$ cat src/rtl/reg_file_param.sv
// Parametrised general-purpose register file for the 32-bit RISC core.
// Two combinational read ports with an optional write-first bypass, one
// write port, and a valid/ready dump engine that streams every register
// out in index order while normal pipeline access continues.

module reg_file_param #(
    parameter int                DATA_W   = 32,
    parameter int                ADDR_W   = 4,
    parameter int                SP_IDX   = 14,
    parameter logic [DATA_W-1:0] SP_RESET = 32'h1000,
    parameter bit                BYPASS   = 1'b1
) (
    input  logic              Clk,
    input  logic              Reset,
    input  logic [ADDR_W-1:0] A1,
    input  logic [ADDR_W-1:0] A2,
    output logic [DATA_W-1:0] D1,
    output logic [DATA_W-1:0] D2,
    input  logic [ADDR_W-1:0] A3,
    input  logic [DATA_W-1:0] D3,
    input  logic              IsWb,
    input  logic              DumpStart,
    input  logic              DumpReady,
    output logic              DumpValid,
    output logic [ADDR_W-1:0] DumpIdx,
    output logic [DATA_W-1:0] DumpData,
    output logic              DumpBusy,
    output logic              DumpDone
);

    localparam int DEPTH = 1 << ADDR_W;

    typedef enum logic {
        IDLE,
        STREAM
    } dumpState_t;

    logic [DATA_W-1:0] regQ [DEPTH];

    dumpState_t        stateQ, stateD;
    logic [ADDR_W-1:0] idxQ, idxD;
    logic [DATA_W-1:0] dataQ, dataD;
    logic              doneQ, doneD;

    logic [ADDR_W-1:0] snapIdx;
    logic [DATA_W-1:0] snapData;

    // Register array: reset loads zeros plus the stack-pointer seed; a write
    // commits at the rising edge and is blocked while reset is held.
    always_ff @(posedge Clk or posedge Reset) begin
        if (Reset) begin
            for (int i = 0; i < DEPTH; i++) begin
                regQ[i] <= (i == SP_IDX) ? SP_RESET : '0;
            end
        end else if (IsWb) begin
            regQ[A3] <= D3;
        end
    end

    // Read ports: stored contents, optionally overridden by the in-flight
    // write so decode sees a same-cycle result; no forwarding during reset.
    always_comb begin
        D1 = regQ[A1];
        D2 = regQ[A2];
        if (BYPASS && !Reset && IsWb && (A3 == A1)) begin
            D1 = D3;
        end
        if (BYPASS && !Reset && IsWb && (A3 == A2)) begin
            D2 = D3;
        end
    end

    // Snapshot of the next word to issue, taken write-first so a word equals
    // what the register holds after this edge; independent of BYPASS.
    always_comb begin
        snapIdx  = (stateQ == STREAM) ? idxQ + ADDR_W'(1) : '0;
        snapData = (IsWb && (A3 == snapIdx)) ? D3 : regQ[snapIdx];
    end

    // Dump next-state: start from IDLE, advance on each handshake, and leave
    // through IDLE with a one-cycle done pulse after the last index.
    always_comb begin
        stateD = stateQ;
        idxD   = idxQ;
        dataD  = dataQ;
        doneD  = 1'b0;
        case (stateQ)
            IDLE: begin
                if (DumpStart) begin
                    stateD = STREAM;
                    idxD   = '0;
                    dataD  = snapData;
                end
            end
            STREAM: begin
                if (DumpReady) begin
                    if (idxQ == '1) begin
                        stateD = IDLE;
                        doneD  = 1'b1;
                    end else begin
                        idxD  = snapIdx;
                        dataD = snapData;
                    end
                end
            end
            default: begin
                stateD = IDLE;
            end
        endcase
    end

    // Dump state and registered outputs; reset aborts a dump without a done pulse.
    always_ff @(posedge Clk or posedge Reset) begin
        if (Reset) begin
            stateQ <= IDLE;
            idxQ   <= '0;
            dataQ  <= '0;
            doneQ  <= 1'b0;
        end else begin
            stateQ <= stateD;
            idxQ   <= idxD;
            dataQ  <= dataD;
            doneQ  <= doneD;
        end
    end

    assign DumpValid = (stateQ == STREAM);
    assign DumpBusy  = (stateQ == STREAM);
    assign DumpIdx   = idxQ;
    assign DumpData  = dataQ;
    assign DumpDone  = doneQ;

endmodule

$ cat config.mk
export PLATFORM = sky130hd
export DESIGN_NAME = reg_file_param
export DESIGN_NICKNAME = d
export VERILOG_FILES = /design/src/rtl/reg_file_param.sv
export SDC_FILE = /design/constraint.sdc
export NUM_CORES = 2
export LEC_CHECK = 0
export BUFFER_PORTS_ARGS = -buffer_cell sky130_fd_sc_hd__buf_2
export CAP_MARGIN = 15
export CORE_MARGIN = 2
export CORE_UTILIZATION = 30
export CTS_CLUSTER_DIAMETER = 40
export DETAILED_ROUTE_END_ITERATION = 6
export PLACE_DENSITY_LB_ADDON = 0.1
export SETUP_SLACK_MARGIN = 0.4
export SKIP_CTS_REPAIR_TIMING = 1
export SYNTH_ARGS = -nofsm -noshare
export SYNTH_HDL_FRONTEND = slang
export SYNTH_SLANG_ARGS = --single-unit
$ cat constraint.sdc
create_clock -name Clk -period 23 [get_ports Clk]
set_input_delay 2.3 -clock Clk [delete_from_list [all_inputs] [get_ports Clk]]
set_output_delay 2.3 -clock Clk [all_outputs]
set_load 0.005 [all_outputs]
* Word-level counts from Yosys, hierarchy flattened
Index checks and enable logic that the tools add are counted.
** Storage, ports and cells
- Flip-flop bits (word level) :: 550
- Bits of input ports :: 49
- Output and inout port bits :: 103
- Logic and storage cells :: 76
** Operators by class
- $add $sub $neg :: 1
- Magnitude comparators :: 5
- Equal/unequal tests :: 7
- Muxes and demuxes :: 31
- Bitwise gates (word level) :: 5
- Reduce and logical (&&, ||, !) cells :: 7
** Operators with widths (number)
- bitwise mux 512 bit :: 1
- two-way mux 32 bit :: 13
- binary-select mux 32 bit (select 4 bit) :: 3
- demux 32 bit (select 4 bit) :: 1
- case mux 32 bit (2 select lines) :: 1
- >= comparator 5 bit, second input constant :: 4
- NOT 4 -> 5 bit :: 4
- two-way mux 4 bit :: 4
- equality test 4 bit :: 3
- case mux 4 bit (2 select lines) :: 1
- two-way mux 1 bit :: 6
- inequality test 2 bit, second input constant :: 3
- logical AND 1 bit :: 5
- less-than comparator 5 x 1 -> 1 bit, second input constant :: 1
- adder 4 x 1 -> 4 bit, second input constant :: 1
- equality test 4 bit, second input constant :: 1
- AND reduction 3 bit :: 1
- case mux 1 bit (2 select lines) :: 1
- logical NOT 1 bit :: 1
- NOT 1 bit :: 1

* Longest topological paths before layout
- Word-level depth :: 10
- Depth in mapped cells :: 10
- Depth with buffers taken out :: 7

* Worst setup path after synthesis
Ideal clock, no wire load.
- Path kind :: input-to-output
- Start :: input A1[1]
- End :: output D1[10]
- Arrival time :: 4.174 ns
- Data required time :: 20.700 ns
- Slack :: 16.526 ns
- Stages :: 6
- Buffers on the path :: 3
- Cells stage by stage :: buf_2 -> buf_2 -> clkbuf_1 -> mux4_2 -> mux4_2 -> mux2_2
** On the way
- Word-level cells in the longest chain between the ends :: 5
- Elaborated cells between the ends (all ways) :: 7
- Classes of those cells :: 1 x eq/ne; 4 x mux; 1 x bitwise; 1 x reduce/logical
** RTL lines
- start: declaration :: RTL line 15 : input logic [ADDR_W-1:0] A1,
- NOT 4 -> 5 bit (not written as such) :: RTL line 63 : D1 = regQ[A1];
- binary-select mux 32 bit (select 4 bit) :: RTL line 63
- two-way mux 32 bit (not written as such) (2 in a row) :: RTL line 63
- two-way mux 32 bit * :: RTL line 65 : if (BYPASS && !Reset && IsWb && (A3 == A1)) begin
- end: declaration :: RTL line 17 : output logic [DATA_W-1:0] D1,
Mark *: on every way between the ends. The rest lies on a longest branch, timed or not. The select of a mux whose other input is x is not followed.

* Final worst setup path
- Start :: input A1[0]
- End :: output D1[18]
Same word-level chain as after synthesis.

==> results by group <==
Setup path
  – WS Path Type: input port to output pin
  – CP startpoint kind: input port
  – R2r startpoint: DumpIdx[0]
  – R2R Path End: DumpData[17]
  – CP Capture Type: output pin
  – Largest fanout on the critical path: 44
  – Setup crit end: D1[18]
  – Worst EP required: 20.70 ns
  – Worst EP arrival: 5.74 ns
  – CP startpoint: A1[0]
  – Flop-to-flop setup slack: 18.63 ns
  – R2r worst-path depth: 7

Routing
  – Post-route antenna net violation count: 0
  – Routed wire length: 128.5 mm
  – DRC: 0
  – First-pass DRT Iterations: 5
  – Routed WL per cell: 32.71 um
  – Vias post-DR: 23220
  – Drt via density: 5.911
  – Initial DRC count: 1836

Floorplan
  – Die Y: 338.8 um
  – DIE AREA: 114800 um^2
  – Row cnt: 122
  – Die Width: 338.8 um
  – Initial Utilization: 30.30%
  – # IOs: 152
  – Core region area: 111000 um^2

Worst hold path
  – Min-Delay Path Class: register to register

Finish
  – Layout Nets: 2395
  – # diodes: 0
  – Most frequent cells in the layout: mux2_2, dfrtp_1, mux4_2, buf_2, clkbuf_16
  – Area growth, synth to finish: 18.38%
  – Post-route cell area: 39800 um^2
  – Fill cells: 10584
  – Reg area: 13770 um^2
  – Layout cells sized above 1: 57.17%
  – Multi-input logic area: 18790 um^2
  – Final core area utilization: 35.86%
  – Commonest non-fill, non-tap cell in the layout: mux2_2

Clock tree
  – CTS tree: done
  – Worst-Skew Late Latency: 0.69 ns
  – CTS clk-pin slew, worst paths: 0.05 ns
  – TritonCTS Buffers: 113
  – CTS root buf: clkbuf_16
  – CTS H-tree lvls: 3
  – Longest Clk Path Bufs: 3
  – CTS sink cnt: 550

STA
  – Max-Slew Margin vs Limit: 24.48%
  – Final hold vios: 0
  – Crit path time final: 8.039 ns
  – Max-slew violations: 0
  – Fin crit share: 34.95%
  – Setup Viol. Count Final: 0
  – Worst Skew: 0.02282 ns
  – Max Clock Freq: 0.1244 GHz
  – Fin Setup TNS: 0 ns
  – Final worst slack: 14.96 ns
  – Unrepaired setup endpoints after global routing: false
  – Worst-margin pin slew: 1.133 ns

Synth
  – Syn Area/Cell: 14.60 um^2
  – Count of state elements after synthesis: 550
  – Main synth FF type: dfrtp_1
  – Syn Nets: 2352
  – Asr flop ratio synth: 100.0%
  – Yosys cell types: 48
  – Cell Area, Synth: 33620 um^2
  – Register area share after synthesis: 40.94%
  – Synthesized netlist cell count: 2302
  – YS warnings: 0
  – Post-synth EDFFs: 0

Global routing
  – Gr usage total: 22.28%
  – Vias in the first global route: 24638
  – Largest net degree at the start of global routing: 146
  – Antenna violations before repair: 8
  – Total grt overflow: 0
  – First-pass GRT wire length: 185.9 mm

Placed design
  – Placed cell area: 35690 um^2
  – DPL Wire Length: 69.03 mm
  – Port bufs: 151
  – Placer Congestion: 0.7588
  – Place WS: 14.85 ns

Flow run
  – Max-cap violations: 0

Power and ir drop
  – Total power: 0.005277 W
  – Maximum vdd ir drop: 0.1244 mV
  – Power Density: 132.6 nW/um^2
  – Leakage: 16.03 nW

Run status
  – Status: complete, no violations
logic make-up after synthesis:
group,count (synthesis),share of synthesized area [%]
AND/OR/NAND/NOR,190,2.944
AO/OA/AOI/OAI,239,5.155
adder cells (fa/ha/maj),1,0.03721
flip-flops,550,40.94
buffers and inverters,285,3.684
multiplexers,1025,46.93
XOR/XNOR,12,0.3126
critical path, stage by stage:
cell    delay, ns
buf_8        0.45
buf_4        0.65
buf_4        0.72
mux4_2       0.61
mux4_2       0.52
mux2_2       0.28
buf_2        0.13
metrics by stage:
stage	hold slack, ns	cells
global placement	0.4956	3718
CTS	0.5099	3928
detailed placement	0.4965	3718
finish	0.5034	3928
global route	0.5330	3928
floorplan	0.4985	2302
how the worst min path moves through the flow:
stage,from,to,slack [ns],cells past startpoint
after CTS,DumpData[17],DumpData[17],0.51,1
after global routing,DumpData[20],DumpData[20],0.53,1
after global placement,DumpData[15],DumpData[15],0.50,1
final,DumpData[17],DumpData[17],0.50,1
after detailed placement,DumpData[16],DumpData[16],0.50,1
after floorplan,regQ[384],regQ[384],0.50,1
layout make-up:
type                            instances  share of cell area (%)
Multi-Input combinational cell       1467                   47.20
Clock buffer                          142                   7.938
Timing Repair Buffer                  208                   3.131
Clock inverter                         68                   2.380
Tap cell                             1488                   4.678
Inverter                                5                 0.06602
Sequential cell                       550                   34.60
per-layer routing:
layer	wire, um	vias to the layer above	part of all wire [%]	global-route usage (%)
met5	41	-	0.032	0
met4	3032	6	2.4	6.157
met3	8835	190	6.9	5.053
met2	59150	906	46	34.52
met1	57430	12854	45	31.31
li1	-	9264	-	-
cells in the mapped netlist (4+ instances only):
library cell / count / area share (%)
a221o_1: 31 / 0.92
clkbuf_1: 143 / 1.6
a211oi_1: 33 / 0.74
dfrtp_1: 549 / 41
nand3b_1: 4 / 0.089
o21ai_0: 66 / 0.98
mux2i_1: 65 / 1.9
a21oi_1: 6 / 0.089
a22oi_1: 62 / 1.4
buf_6: 4 / 0.13
mux2_2: 569 / 19
xor2_1: 9 / 0.23
buf_1: 44 / 0.49
nor2_1: 13 / 0.15
nand2b_1: 5 / 0.093
nor2b_1: 33 / 0.61
and2_1: 5 / 0.093
buf_2: 75 / 1.1
mux2_1: 7 / 0.23
nand3_1: 6 / 0.089
a221oi_1: 32 / 0.83
nand2_1: 76 / 0.85
inv_1: 5 / 0.056
and3_1: 31 / 0.58
buf_4: 11 / 0.25
nor3_1: 8 / 0.12
mux4_2: 383 / 26
report_power, final:
group	leakage (nW)	switching, W	internal, W
Clock	1.98	0.000579	0.00118
Combinational	7.31	0.00108	0.000970
Sequential	6.75	0.000249	0.00122
sequential cells by signal, summed over array words and instances, names as in the netlist:
signal and flops:
DumpDone 1, DumpData 32, regQ 512, DumpIdx 4, DumpBusy 1
No activity file was read; power rests on OpenSTA's default activity.
